$ cat src/rtl/noc_fifo_pm_rd.sv
// noc_fifo_pm_rd: PM-side read port of the NoC->PM asynchronous packet FIFO.
// Latency: a write-pointer change shows up as out_valid_o SYNC_STAGES+1 edges later; 1 packet/cycle sustained.
// Backpressure: out_valid_o && !out_ready_i freezes the output word and both pointers; only level_o tracks the writer.
//
// Ports:
//   clk_i, reset_n_i  PM clock, asynchronous active-low reset
//   fifo_data_i       writer-side memory word addressed by fifo_raddr_o (read combinationally)
//   fifo_waddr_i      gray-coded write pointer from the writer clock domain
//   fifo_raddr_o      registered gray-coded read pointer returned to the writer domain
//   out_valid_o/out_data_o/out_ready_i  registered valid/ready packet output
//   level_o           registered count of entries visible in the FIFO, excluding the output register

`ifndef NOC_ASYNC_FIFO_PACKET_SIZE
`define NOC_ASYNC_FIFO_PACKET_SIZE 32
`endif
`ifndef NOC_ASYNC_FIFO_AWIDTH
`define NOC_ASYNC_FIFO_AWIDTH 3
`endif

module noc_fifo_pm_rd #(
  parameter int PACKET_SIZE = `NOC_ASYNC_FIFO_PACKET_SIZE,
  parameter int AWIDTH      = `NOC_ASYNC_FIFO_AWIDTH,
  parameter int SYNC_STAGES = 2
) (
  input  logic                   clk_i,
  input  logic                   reset_n_i,
  input  logic [PACKET_SIZE-1:0] fifo_data_i,
  input  logic [AWIDTH:0]        fifo_waddr_i,
  output logic [AWIDTH:0]        fifo_raddr_o,
  output logic                   out_valid_o,
  output logic [PACKET_SIZE-1:0] out_data_o,
  input  logic                   out_ready_i,
  output logic [AWIDTH:0]        level_o
);

  localparam int PW = AWIDTH + 1;

  // Write-pointer synchroniser. The raw input feeds only the first stage.
  logic [PW-1:0] r_sync [SYNC_STAGES];
  logic [PW-1:0] w_wptr_gray_s;
  logic [PW-1:0] w_wptr_bin_s;

  logic [PW-1:0] r_rptr_bin;
  logic [PW-1:0] w_rptr_bin_next;
  logic [PW-1:0] w_raddr_next;
  logic          w_empty;
  logic          w_fetch;

  always_ff @(posedge clk_i or negedge reset_n_i) begin
    if (!reset_n_i) begin
      for (int i = 0; i < SYNC_STAGES; i++) begin
        r_sync[i] <= '0;
      end
    end else begin
      r_sync[0] <= fifo_waddr_i;
      for (int i = 1; i < SYNC_STAGES; i++) begin
        r_sync[i] <= r_sync[i-1];
      end
    end
  end

  assign w_wptr_gray_s = r_sync[SYNC_STAGES-1];

  // Gray to binary: each binary bit is the XOR of all gray bits at or above it.
  always_comb begin
    w_wptr_bin_s = '0;
    for (int i = 0; i < PW; i++) begin
      w_wptr_bin_s[i] = ^(w_wptr_gray_s >> i);
    end
  end

  // Comparing in the gray domain against the registered read pointer avoids a
  // second conversion; the reader can never see the FIFO as full.
  assign w_empty = (w_wptr_gray_s == fifo_raddr_o);

  // Load the output register whenever it is free or being consumed this cycle.
  assign w_fetch = !w_empty && (!out_valid_o || out_ready_i);

  assign w_rptr_bin_next = w_fetch ? (r_rptr_bin + PW'(1)) : r_rptr_bin;
  assign w_raddr_next    = w_rptr_bin_next ^ (w_rptr_bin_next >> 1);

  always_ff @(posedge clk_i or negedge reset_n_i) begin
    if (!reset_n_i) begin
      r_rptr_bin   <= '0;
      fifo_raddr_o <= '0;
      level_o      <= '0;
      out_valid_o  <= 1'b0;
      out_data_o   <= '0;
    end else begin
      r_rptr_bin   <= w_rptr_bin_next;
      fifo_raddr_o <= w_raddr_next;
      // Modulo-2^PW subtraction handles pointer wrap with no special case.
      level_o      <= w_wptr_bin_s - w_rptr_bin_next;
      if (w_fetch) begin
        out_data_o  <= fifo_data_i;
        out_valid_o <= 1'b1;
      end else if (out_valid_o && out_ready_i) begin
        // Drain: the word is consumed and nothing replaces it; data is left as-is.
        out_valid_o <= 1'b0;
      end
    end
  end

endmodule

$ cat config.mk
export PLATFORM = sky130hd
export DESIGN_NAME = noc_fifo_pm_rd
export DESIGN_NICKNAME = d
export VERILOG_FILES = /design/src/rtl/noc_fifo_pm_rd.sv
export SDC_FILE = /design/constraint.sdc
export NUM_CORES = 1
export LEC_CHECK = 0
export CORE_MARGIN = 2
export CORE_UTILIZATION = 43
export CTS_CLUSTER_DIAMETER = 120
export CTS_CLUSTER_SIZE = 28
export DETAILED_ROUTE_END_ITERATION = 16
export PLACE_DENSITY = 0.85
export SLEW_MARGIN = 10
export SYNTH_ARGS = -nofsm -noshare
export SYNTH_HDL_FRONTEND = slang
export SYNTH_SLANG_ARGS = --single-unit
$ cat constraint.sdc
create_clock -name clk_i -period 3.36 [get_ports clk_i]
set_input_delay 0.504 -clock clk_i [delete_from_list [all_inputs] [get_ports clk_i]]
set_output_delay 0.504 -clock clk_i [all_outputs]
set_load 0.02 [all_outputs]
==> results.json <==
{
  "reg2reg_to": "level_o[3]$_DFF_PN0_",
  "grt_use_met3": 0.0447,
  "grt_start_max_net_pins": 53,
  "drt-total-wl_mm": 4.11,
  "wl_per_cell_um": 14.4,
  "antenna-diode-count": 0,
  "postCtsSetupRepairBufs": 0,
  "ctsResizeCount": 0,
  "grt_pass1_wl_mm": 6.51,
  "h-tree-depth": 2,
  "netlist_instances": 137,
  "clockRootBuffer": "clkbuf_8",
  "drtAntennaViolNets": 0,
  "setup_viol": 0,
  "use_met1": 0.209,
  "cts_buffers": 5,
  "arrival_ps": 2820,
  "die_x_um": 74.0,
  "endpoint": "level_o[3]$_DFF_PN0_",
  "grt_usage": 0.160,
  "synth_fp_nets": 180,
  "rr_startpoint": "fifo_raddr_o[3]$_DFF_PN0_",
  "fp.dieH_um": 74.0,
  "reg2reg_slack_ps": 730,
  "busiest_layer": "met2",
  "yosysWarningCount": 0,
  "internal-power_mw": 1.66,
  "synth.distinct_cells": 23,
  "design_area_sq_mm": 0.00303,
  "hold_violations": 0,
  "layout-drive-gt1-share": 0.205,
  "max-cap-violations": 0,
  "rr_worst_depth": 10,
  "path_delay_family": "simple AND/OR/NAND/NOR gates",
  "seqPwrFrac": 0.372,
  "initial_core_util": 0.446,
  "ys_ff_latch": 52,
  "clkSlewWorstSetupHoldPaths_ps": 90,
  "grt_pass1_vias": 1376,
  "crit_buf_inv": 1,
  "use_met2": 0.257,
  "drt_iter0_markers": 40,
  "post-route-min-period_ps": 2630,
  "grt_antenna_before_repair": 0,
  "cp_cell_sequence": "xnor2_1 > nand4_1 > nand3_1 > xnor2_1 > inv_1 > ha_1 > nand2_1 > a222oi_1 > a311o_2 > xnor2_1",
  "vias_per_cell": 4.69,
  "slew_headroom": 0.572,
  "hpwl_mm": 2.96,
  "coreArea_sq_mm": 0.00472,
  "postPlaceCellArea_sq_mm": 0.00293,
  "fmax_mhz": 380,
  "cp_max_fo": 5,
  "die_area_sq_mm": 0.00547,
  "start_kind": "flip-flop",
  "critical_path.max_stage_delay_ps": 440,
  "drv_slew": 0,
  "p_switching_uw": 897,
  "powerDensity_mw_per_mm2": 842,
  "ir_drop_mv": 0.413,
  "path_class": "reg2reg",
  "grt_remaining_overflow": 0,
  "rows": 25,
  "combPwrFrac": 0.481,
  "nets": 262,
  "finalSetupTns_ps": 0,
  "cts_sinks": 52,
  "startpoint": "fifo_raddr_o[3]$_DFF_PN0_",
  "drc_errors": 0,
  "io_buffers": 79,
  "switching_share": 0.351,
  "rsz0062_at_grt": "false",
  "gp_congestion": 0.751,
  "min_path_type": "in2async",
  "required_ps": 3550,
  "drt_first_pass_iters": 4,
  "fin_skew_ps": 7.29,
  "clock_path_buffers": 2,
  "area_delta_synth_final_pct": 43.9,
  "path_depth": 10,
  "vias": 1341,
  "status": "finished clean",
  "synth.yosys.seq_area_share": 0.618,
  "worst_path_most_repeated_cell": "xnor2_1",
  "tritoncts": "done",
  "post_synth.cell_area_avg_sq_um": 15.4,
  "post-route-period-util": 0.783,
  "netlist_area_sq_mm": 0.00211,
  "insertion_delay_ps": 300,
  "worstSetupEndpointType": "flip-flop",
  "worstMarginPinSlew_ps": 642,
  "p_leak_nw": 1.26,
  "ioPinCount": 80,
  "power_frac_clock": 0.147,
  "cts_hold_buf": 0,
  "final.fill_count": 371,
  "cpMaxStageDelayCell": "dfrtp_1"
}
==> placed cells by master (no fill, tap or decap) <==
master           count
clkdlybuf4s50_1     78
dfrtp_1             52
mux2_2              32
xnor2_1             14
clkbuf_8             7
xor2_1               5
inv_1                5
ha_1                 4
nand3_1              3
nand2b_1             2
nand2_1              2
o21ai_0              2
buf_4                2
nand4_1              1
xor3_1               1
nor2b_1              1
a41o_2               1
nor2_1               1
a22oi_4              1
a222oi_1             1
a311o_2              1
nor2_2               1
a21oi_1              1
or2b_1               1
==> layer usage <==
| metal | routed length (um) | share of wire |
|---|---|---|
| met5 | 0 | 0 |
| met2 | 2090 | 0.51 |
| met3 | 239 | 0.058 |
| met4 | 38 | 0.0092 |
| met1 | 1750 | 0.42 |
==> synthesized netlist by cell type <==
library cell	count	area, sq um
buf_4	1	7.51
xor3_1	1	23.8
dfrtp_1	52	1300
nand4_1	1	6.26
nand3_1	3	15.0
xor2_1	5	43.8
a311o_2	1	11.3
a22oi_4	1	21.3
ha_1	4	50.1
nand2_1	2	7.51
nor2_1	1	3.75
a222oi_1	1	10.0
xnor2_1	14	123
o21ai_0	2	10.0
a21oi_1	1	5.00
buf_6	4	45.0
nor2_2	1	6.26
mux2_2	32	360
or2b_1	1	7.51
inv_1	5	18.8
a41o_1	1	10.0
nand2b_1	2	12.5
nor2b_1	1	6.26
==> kinds of logic after synthesis <==
kind of cell,count (synthesis),share of synthesized area
AO/OA/AOI/OAI,7,0.0321
adder cells (fa/ha/maj),4,0.0238
multiplexers,32,0.171
XOR/XNOR,20,0.0903
buffers and inverters,10,0.0339
AND/OR/NAND/NOR,12,0.0309
flip-flops,52,0.618
==> final cells by class <==
type / count / area (sq um) / area share
multi-input combinational: 75 / 734 / 0.242
inverter: 5 / 18.8 / 0.00619
tap: 67 / 83.8 / 0.0277
sequential: 52 / 1300 / 0.429
timing repair buffer: 80 / 796 / 0.263
clock buffer: 7 / 96.3 / 0.0318
==> worst min-delay path by stage <==
stage | slack, ps | endpoint | depth (start not counted) | startpoint
final | 220 | level_o[1]$_DFF_PN0_ | 1 | reset_n_i
after global routing | 290 | out_valid_o$_DFFE_PN0P_ | 1 | reset_n_i
after CTS | 360 | w_wptr_gray_s[1]$_DFF_PN0_ | 0 | r_sync[5]$_DFF_PN0_
after detailed placement | 340 | w_wptr_gray_s[1]$_DFF_PN0_ | 0 | r_sync[5]$_DFF_PN0_
after global placement | 330 | w_wptr_gray_s[3]$_DFF_PN0_ | 0 | r_sync[7]$_DFF_PN0_
after floorplan | 210 | asynchronous set/reset pin | 0 | reset_n_i
==> per-stage QoR <==
stage	hold WS, ps	power (mW)	cells	util	worst slack [ps]
after floorplan	208	1.71	137	-	1020
final	219	2.55	286	0.642	730
after CTS	358	2.58	286	0.641	732
after global routing	286	2.71	286	0.642	485
after detailed placement	337	2.20	279	0.621	752
after global placement	335	2.16	279	0.621	806
==> worst register-to-register path, cell delays in order, from the launching register on <==
cell      delay (ps)
dfrtp_1          440
xnor2_1          330
nand4_1          330
nand3_1          200
xnor2_1          140
inv_1             60
ha_1             330
nand2_1           90
a222oi_1          80
a311o_2          380
xnor2_1          130
==> sequential cells by signal, summed over array words and instances (netlist names), named ones only <==
signal / flops
fifo_raddr_o: 4
level_o: 4
out_data_o: 32
out_valid_o: 1
r_rptr_bin: 2
r_sync: 4
w_wptr_gray_s: 4
==> power groups by stage <==
stage	logic [mW]	registers, mW	clock network (mW)
4_1_cts	1.24	0.953	0.387
2_1_floorplan	0.556	1.15	0
3_5_place_dp	1.23	0.965	0
5_1_grt	1.33	0.976	0.405
6_report	1.23	0.950	0.375
3_3_place_gp	1.20	0.955	0
Note: power is estimated with default switching activity, not from simulation.
